===== config.mk =====
export PLATFORM = sky130hd
export DESIGN_NAME = seq_restoring_divider
export DESIGN_NICKNAME = d
export VERILOG_FILES = /design/src/rtl/seq_restoring_divider.sv
export SDC_FILE = /design/constraint.sdc
export NUM_CORES = 1
export LEC_CHECK = 0
export ABC_CLOCK_PERIOD_IN_PS = 5600
export CAP_MARGIN = 20
export CELL_PAD_IN_SITES_DETAIL_PLACEMENT = 1
export CELL_PAD_IN_SITES_GLOBAL_PLACEMENT = 1
export CORE_ASPECT_RATIO = 0.75
export CORE_MARGIN = 2
export CORE_UTILIZATION = 44
export CTS_BUF_LIST = sky130_fd_sc_hd__clkbuf_4
export CTS_CLUSTER_SIZE = 30
export DETAILED_ROUTE_END_ITERATION = 12
export GPL_TIMING_DRIVEN = 0
export PLACE_DENSITY_LB_ADDON = 0.1
export SYNTH_ARGS = -nofsm -noshare
export SYNTH_HDL_FRONTEND = slang
export SYNTH_SLANG_ARGS = --single-unit

===== constraint.sdc =====
create_clock -name clk -period 5.6 [get_ports clk]
set_input_delay 1.12 -clock clk [delete_from_list [all_inputs] [get_ports clk]]
set_output_delay 1.12 -clock clk [all_outputs]
set_load 0.005 [all_outputs]

===== src/rtl/seq_restoring_divider.sv =====
// rtl/seq_restoring_divider.sv - multi-cycle restoring divider for the ALU DIV/REM path
module seq_restoring_divider #(
  parameter int WIDTH = 32
) (
  input  logic             clk,
  input  logic             rst,
  input  logic             start,
  input  logic             is_signed,
  input  logic [WIDTH-1:0] dividend,
  input  logic [WIDTH-1:0] divisor,
  output logic             busy,
  output logic             done,
  output logic [WIDTH-1:0] quotient,
  output logic [WIDTH-1:0] remainder,
  output logic             div_by_zero
);

  localparam int CW = (WIDTH > 1) ? $clog2(WIDTH) : 1;

  typedef enum logic [1:0] {
    S_IDLE,
    S_CALC,
    S_DONE
  } state_t;

  state_t           state, state_next;
  logic [WIDTH-1:0] rem_q;
  logic [WIDTH-1:0] quo_q;
  logic [WIDTH-1:0] mag_b_q;
  logic [CW-1:0]    count;
  logic             neg_q, neg_r;

  logic             accept, a_neg, b_neg, div_zero, last_step, step_ok;
  logic [WIDTH-1:0] mag_a, mag_b, r_next, q_next;
  logic [WIDTH:0]   r_shift, t_diff;

  always_comb begin
    accept    = start && (state != S_CALC);
    a_neg     = is_signed && dividend[WIDTH-1];
    b_neg     = is_signed && divisor[WIDTH-1];
    mag_a     = a_neg ? -dividend : dividend;
    mag_b     = b_neg ? -divisor : divisor;
    div_zero  = (divisor == '0);
    last_step = (count == CW'(WIDTH - 1));

    // Remainder stays below |b|, so only the shifted-in bit needs the extra MSB.
    r_shift = {rem_q, quo_q[WIDTH-1]};
    t_diff  = r_shift - {1'b0, mag_b_q};
    step_ok = ~t_diff[WIDTH];
    r_next  = step_ok ? t_diff[WIDTH-1:0] : r_shift[WIDTH-1:0];
    q_next  = {quo_q[WIDTH-2:0], step_ok};
  end

  always_comb begin
    state_next = state;
    case (state)
      S_IDLE, S_DONE: begin
        if (accept) state_next = div_zero ? S_DONE : S_CALC;
        else        state_next = S_IDLE;
      end
      S_CALC: begin
        if (last_step) state_next = S_DONE;
      end
      default: state_next = S_IDLE;
    endcase
  end

  assign busy = (state == S_CALC);
  assign done = (state == S_DONE);

  always_ff @(posedge clk) begin
    if (!rst) begin
      state       <= S_IDLE;
      rem_q       <= '0;
      quo_q       <= '0;
      mag_b_q     <= '0;
      count       <= '0;
      neg_q       <= 1'b0;
      neg_r       <= 1'b0;
      quotient    <= '0;
      remainder   <= '0;
      div_by_zero <= 1'b0;
    end else begin
      state <= state_next;
      if (accept) begin
        neg_q   <= a_neg ^ b_neg;
        neg_r   <= a_neg;
        mag_b_q <= mag_b;
        quo_q   <= mag_a;
        rem_q   <= '0;
        count   <= '0;
        if (div_zero) begin
          quotient    <= '1;
          remainder   <= dividend;
          div_by_zero <= 1'b1;
        end
      end else if (state == S_CALC) begin
        rem_q <= r_next;
        quo_q <= q_next;
        count <= count + 1'b1;
        if (last_step) begin
          quotient    <= neg_q ? -q_next : q_next;
          remainder   <= neg_r ? -r_next : r_next;
          div_by_zero <= 1'b0;
        end
      end
    end
  end

endmodule


Yosys cells after proc, flatten, opt, wreduce, memory -nomap -nowiden
Cells that the tools add are included.
W data, S select, Z words.
{ "op_classes": {"n_addsub": 6, "eq_ne": 6, "muxes": 23, "n_bitwise": 3, "n_reduce_logical": 10} }
{ "ops": {"columns": ["op", "n"], "rows": [
  ["$mux W32", 15],
  ["$neg A32 Y32", 4],
  ["$sub A33 B32 Y33", 1],
  ["$logic_not A32 Y1", 1],
  ["$mux W2", 3],
  ["$ne A2 B1 Y1 const B", 3],
  ["$add A5 B1 Y5 const B", 1],
  ["$eq A5 B5 Y1 const B", 1],
  ["$mux W1", 4],
  ["$pmux W2 S2", 1],
  ["$reduce_bool A2 Y1", 2],
  ["$reduce_or A2 Y1", 2],
  ["$logic_and A1 B1 Y1", 3],
  ["$reduce_and A3 Y1", 1],
  ["$eq A2 B1 Y1 const B", 1],
  ["$eq A2 B2 Y1 const B", 1],
  ["$logic_not A2 Y1", 1],
  ["$not A1 Y1", 2],
  ["$xor A1 B1 Y1", 1]
]} }
{ "totals": {"ff_bits": 170, "input_bits": 68, "output_inout_bits": 67, "word_cells": 58} }

Longest topological paths before layout
{ "depth": {"ltp_word": 7, "depth_mapped": 25} }

Worst setup path after synthesis
No wires, ideal clock.
{ "synth_path": {"path_kind": "register to register", "startpoint": "register quo_q[31]", "endpoint": "register quotient[28]", "arrival_ns": 4.442, "setup_slack_ns": 1.025, "path_stages_with_launch": 23, "path_buffers": 3, "period_less_slack_ns": 4.575, "cell_sequence": "dfxtp_1 -> inv_1 -> ha_1 -> inv_1 -> fa_1 -> a211oi_2 -> o21ai_2 -> o2111ai_4 -> a2111oi_4 -> nor3_1 -> nor2_2 -> buf_6 -> inv_2 -> buf_2 -> buf_1 -> ha_1 -> nand2_1 -> or2_2 -> or3_1 -> o21ai_0 -> o21ai_0 -> xnor2_1 -> a21oi_1"} }
{ "synth_between": {"elab_chain_len": 7} }
{ "synth_rtl": {"columns": ["item", "line", "rtl"], "rows": [
  ["from (decl)", "28", "logic [WIDTH-1:0] quo_q;"],
  ["from (signal assigned)", "89", "quo_q <= mag_a;"],
  ["from (signal assigned)", "99", "quo_q <= q_next;"],
  ["$sub A33 B32 Y33", "48", "t_diff = r_shift - {1'b0, mag_b_q};"],
  ["$not A1 Y1", "49", "step_ok = ~t_diff[WIDTH];"],
  ["$neg A32 Y32", "102", "quotient <= neg_q ? -q_next : q_next;"],
  ["$mux W32", "102", null],
  ["$mux W32", "101", "if (last_step) begin"],
  ["$mux W32", "97", "end else if (state == S_CALC) begin"],
  ["$mux W32", "85", "if (accept) begin"],
  ["to (signal assigned)", "102", null],
  ["to (decl)", "13", "output logic [WIDTH-1:0] quotient,"]
]} }
No other way between the ends. The select of a mux whose other input is x is not followed.
A chain may end at the register's enable or synchronous reset.

Worst setup path after layout
{ "layout_path": {"startpoint": "register quo_q[31]", "endpoint": "register remainder[24]"} }
{ "layout_between": {"elab_chain_len": 7} }
{ "layout_rtl": {"columns": ["item", "line", "rtl"], "rows": [
  ["$sub A33 B32 Y33", "48", null],
  ["$mux W32 (*)", "50", "r_next = step_ok ? t_diff[WIDTH-1:0] : r_shift[WIDTH-1:0];"],
  ["$neg A32 Y32", "103", "remainder <= neg_r ? -r_next : r_next;"],
  ["$mux W32 (*)", "103", null],
  ["$mux W32 (*)", "101", null],
  ["$mux W32 (*)", "97", null],
  ["$mux W32 (*)", "85", null],
  ["to (signal assigned)", "94", "remainder <= dividend;"],
  ["to (signal assigned)", "103", null],
  ["to (decl)", "14", "output logic [WIDTH-1:0] remainder,"]
]} }
Every way passes the cells marked *; elsewhere a longest branch is shown, timed or not. The select of a mux whose other input is x is not followed.

==> metrics <==
status finished clean; post-layout min period 5.40 ns; Syn. warnings 0; # rows 52; Commonest cells post-synth dfxtp_1, nand2_1, a21oi_1; top_reg_cell synth dfxtp_1; initial antenna violation count 1; Core Area 0.0268 mm2; clk_lat worst skew 0.62 ns; CP Max Fanout 10; drt pass-1 iters 5; largest net degree at the start of global routing 20; Die Width 194 um; syn_nets 1654; Syn Area/Cell 7.72 um2; Final setup viols 0; max_cap viols 0; hold slack 0.482 ns; Yosys top cell area share 28.5%; synth-to-layout area growth 17.8%; Yosys reg bits 170; drt wl/cell 24.3 um; Initial Util 44.5%; die height ~150 um; async set-reset flop share out of synthesis 0%; Layout Nets 1808; crit start category flop; via count 13300; port buffer count 133; layout cells sized above 1 6.83%; FF/Latch Area 0.00340 mm2; CTS Buf Count 17; Post-Route WL 50200 um; area leader, netlist dfxtp_1; io pins 135; number of flops mapped to enable cells by yosys 0; multi-input logic area 0.00797 mm2; PD cells 271 mW/mm2; fillers 3389; clock skew 0.0205 ns; vias in the first global route 13000; GP Congestion ~0.94; Yosys cell types 86; Final ANT Viol Nets 0; DRT iter0 DRCs roughly 1300; H-Tree Depth 4; VDD IR max 197 uV; # hold bufs at CTS 0; gr ovfl total 0; Period Utilization, post-route around 97%; CTS tree built; sequential share of the synthesized area 28.5%; final slew viol count 0; clock share of power 20.1%; Setup crit end kind flop; hpwl dp 39800 um; Leak ~5.3 nW; sequential share of power 35.2%; Sink Count between 150 and 200; Int Pwr roughly 0.0022 W; Clock Path Buffers 2; Syn Std Cell Area 0.0119 mm2; Area contributors post-synth dfxtp_1, a21oi_1, o21ai_0; Combinational Power Share 44.7%; first-pass GRT wire length around 77000 um; relative slew slack between 20% and 30%; top-count cell post-synth dfxtp_1; WP data arrival 5.89 ns; fin util 52.5%; Achievable Freq 185 MHz; switching share of power 43.5%; Worst Hold Class flop to flop; Vias per Instance 6.43; required time worst endpoint just over 6 ns; final-report hold violation count 0; GRT Total Usage 34.6%; Slew @ Worst Pin around 1.1 ns; buffer type at the clock tree root clkbuf_4; Mapped Cells 1547; detailed-route DRC error count 0; kind of critical path flop to flop; clock slew at reported path FFs 0.15 ns; die area 0.0285 mm2; switching power between 0.0015 and 0.002 W
==> sequential cells by signal (all words and copies together), names as in the netlist <==
| register | cells |
|---|---|
| state | 2 |
| count | 5 |
| div_by_zero | 1 |
| mag_b_q | 32 |
| remainder | 32 |
| quo_q | 32 |
| neg_r | 1 |
| quotient | 32 |
| rem_q | 32 |
| neg_q | 1 |
==> routing by layer <==
metal  global-route usage [%]  vias to the layer above  share of wire [%]
met3                     7.67                       74                 10
met5                        0                        -                  0
met2                     50.3                      636                 41
met1                     51.6                     6633                 47
li1                         -                     5938                  -
met4                     8.33                        0                2.0
==> layout make-up <==
cell class                 count  area share [%]
timing repair buffer         137            9.66
multi-input combinational   1227            56.7
tap                          351            3.12
inverter                      48            1.28
clock inverter                12           0.899
clock buffer                  20            1.07
sequential                   170            24.2
antenna                        1          0.0178
buffer                       100            3.03
==> cells by family after synthesis <==
kind of cell / Yosys count / share of synthesized area [%]
AND/OR/NAND/NOR: 526 / 21.8
AO/OA/AOI/OAI: 508 / 28.8
flip-flops: 170 / 28.5
buffers and inverters: 150 / 5.07
XOR/XNOR: 124 / 9.10
adder cells (fa/ha/maj): 39 / 4.15
multiplexers: 30 / 2.55
==> metrics by stage <==
step	instances	TNS, ns	setup slack, ns	total power (W)	area [um2]
global route	2066	-0.00782	-0.00445	0.00398	14100
global placement	2031	-10.54	-0.823	0.00295	13700
detailed placement	2031	-14.35	-1.04	0.00299	13700
finish	2066	0	0.195	0.00381	14100
floorplan	1547	0	1.03	0.00245	11900
CTS	2062	0	0.0262	0.00375	14000
==> cells in the final DEF (no fill, tap or decap), drive strengths merged, types with 34 or more instances in the layout <==
| cell type | count |
|---|---|
| clkbuf | 96 |
| o31ai | 34 |
| dfxtp | 170 |
| clkdlybuf4s50 | 133 |
| xnor2 | 64 |
| ha | 38 |
| a211oi | 53 |
| nand2 | 153 |
| inv | 48 |
| xor2 | 60 |
| nor2 | 132 |
| o21ai | 127 |
| a21oi | 135 |
==> what timing repair did <==
action,in CTS,in global routing
setup endpoints to repair,22,15
buffers inserted,1,2
endpoints found under the hold margin,0,0
resized for setup,5,9
pin swaps,1,3
==> path summary, 6_finish.rpt <==
check | start | endpoint | slack, ns | cells after the start
max | quo_q[31]$_SDFFE_PN0P_ | remainder[24]$_SDFFE_PN0P_ | 0.20 | 23
min | count[4]$_SDFFE_PP0P_ | count[4]$_SDFFE_PP0P_ | 0.48 | 2
max reg2reg | quo_q[31]$_SDFFE_PN0P_ | remainder[24]$_SDFFE_PN0P_ | 0.20 | 23
min reg2reg | count[4]$_SDFFE_PP0P_ | count[4]$_SDFFE_PP0P_ | 0.48 | 2
==> power by group through the flow <==
stage	Combinational (W)	Sequential (W)	Clock (W)
final	0.00170	0.00134	0.000766
after global routing	0.00182	0.00135	0.000806
after floorplan	0.00111	0.00134	0
after detailed placement	0.00163	0.00137	0
after global placement	0.00159	0.00136	0
after CTS	0.00165	0.00134	0.000758
==> worst max-delay path, cell delays in order (launching register included) <==
cell and delay (ns):
dfxtp_2 0.38, inv_1 0.13, ha_1 0.20, inv_1 0.06
fa_1 0.44, a211oi_2 0.28, o21ai_2 0.16, o2111ai_4 0.32
a2111oi_4 0.16, o21a_2 0.30, nor2_2 0.18, buf_6 0.20
clkbuf_4 0.28, buf_6 0.21, mux2i_2 0.30, ha_2 0.32
nand3_1 0.09, a21oi_1 0.21, a41oi_1 0.15, nor4b_2 0.34
buf_4 0.19, a21oi_1 0.08, xor2_1 0.20, a21oi_1 0.09
Note: power is estimated with default switching activity, not from simulation.
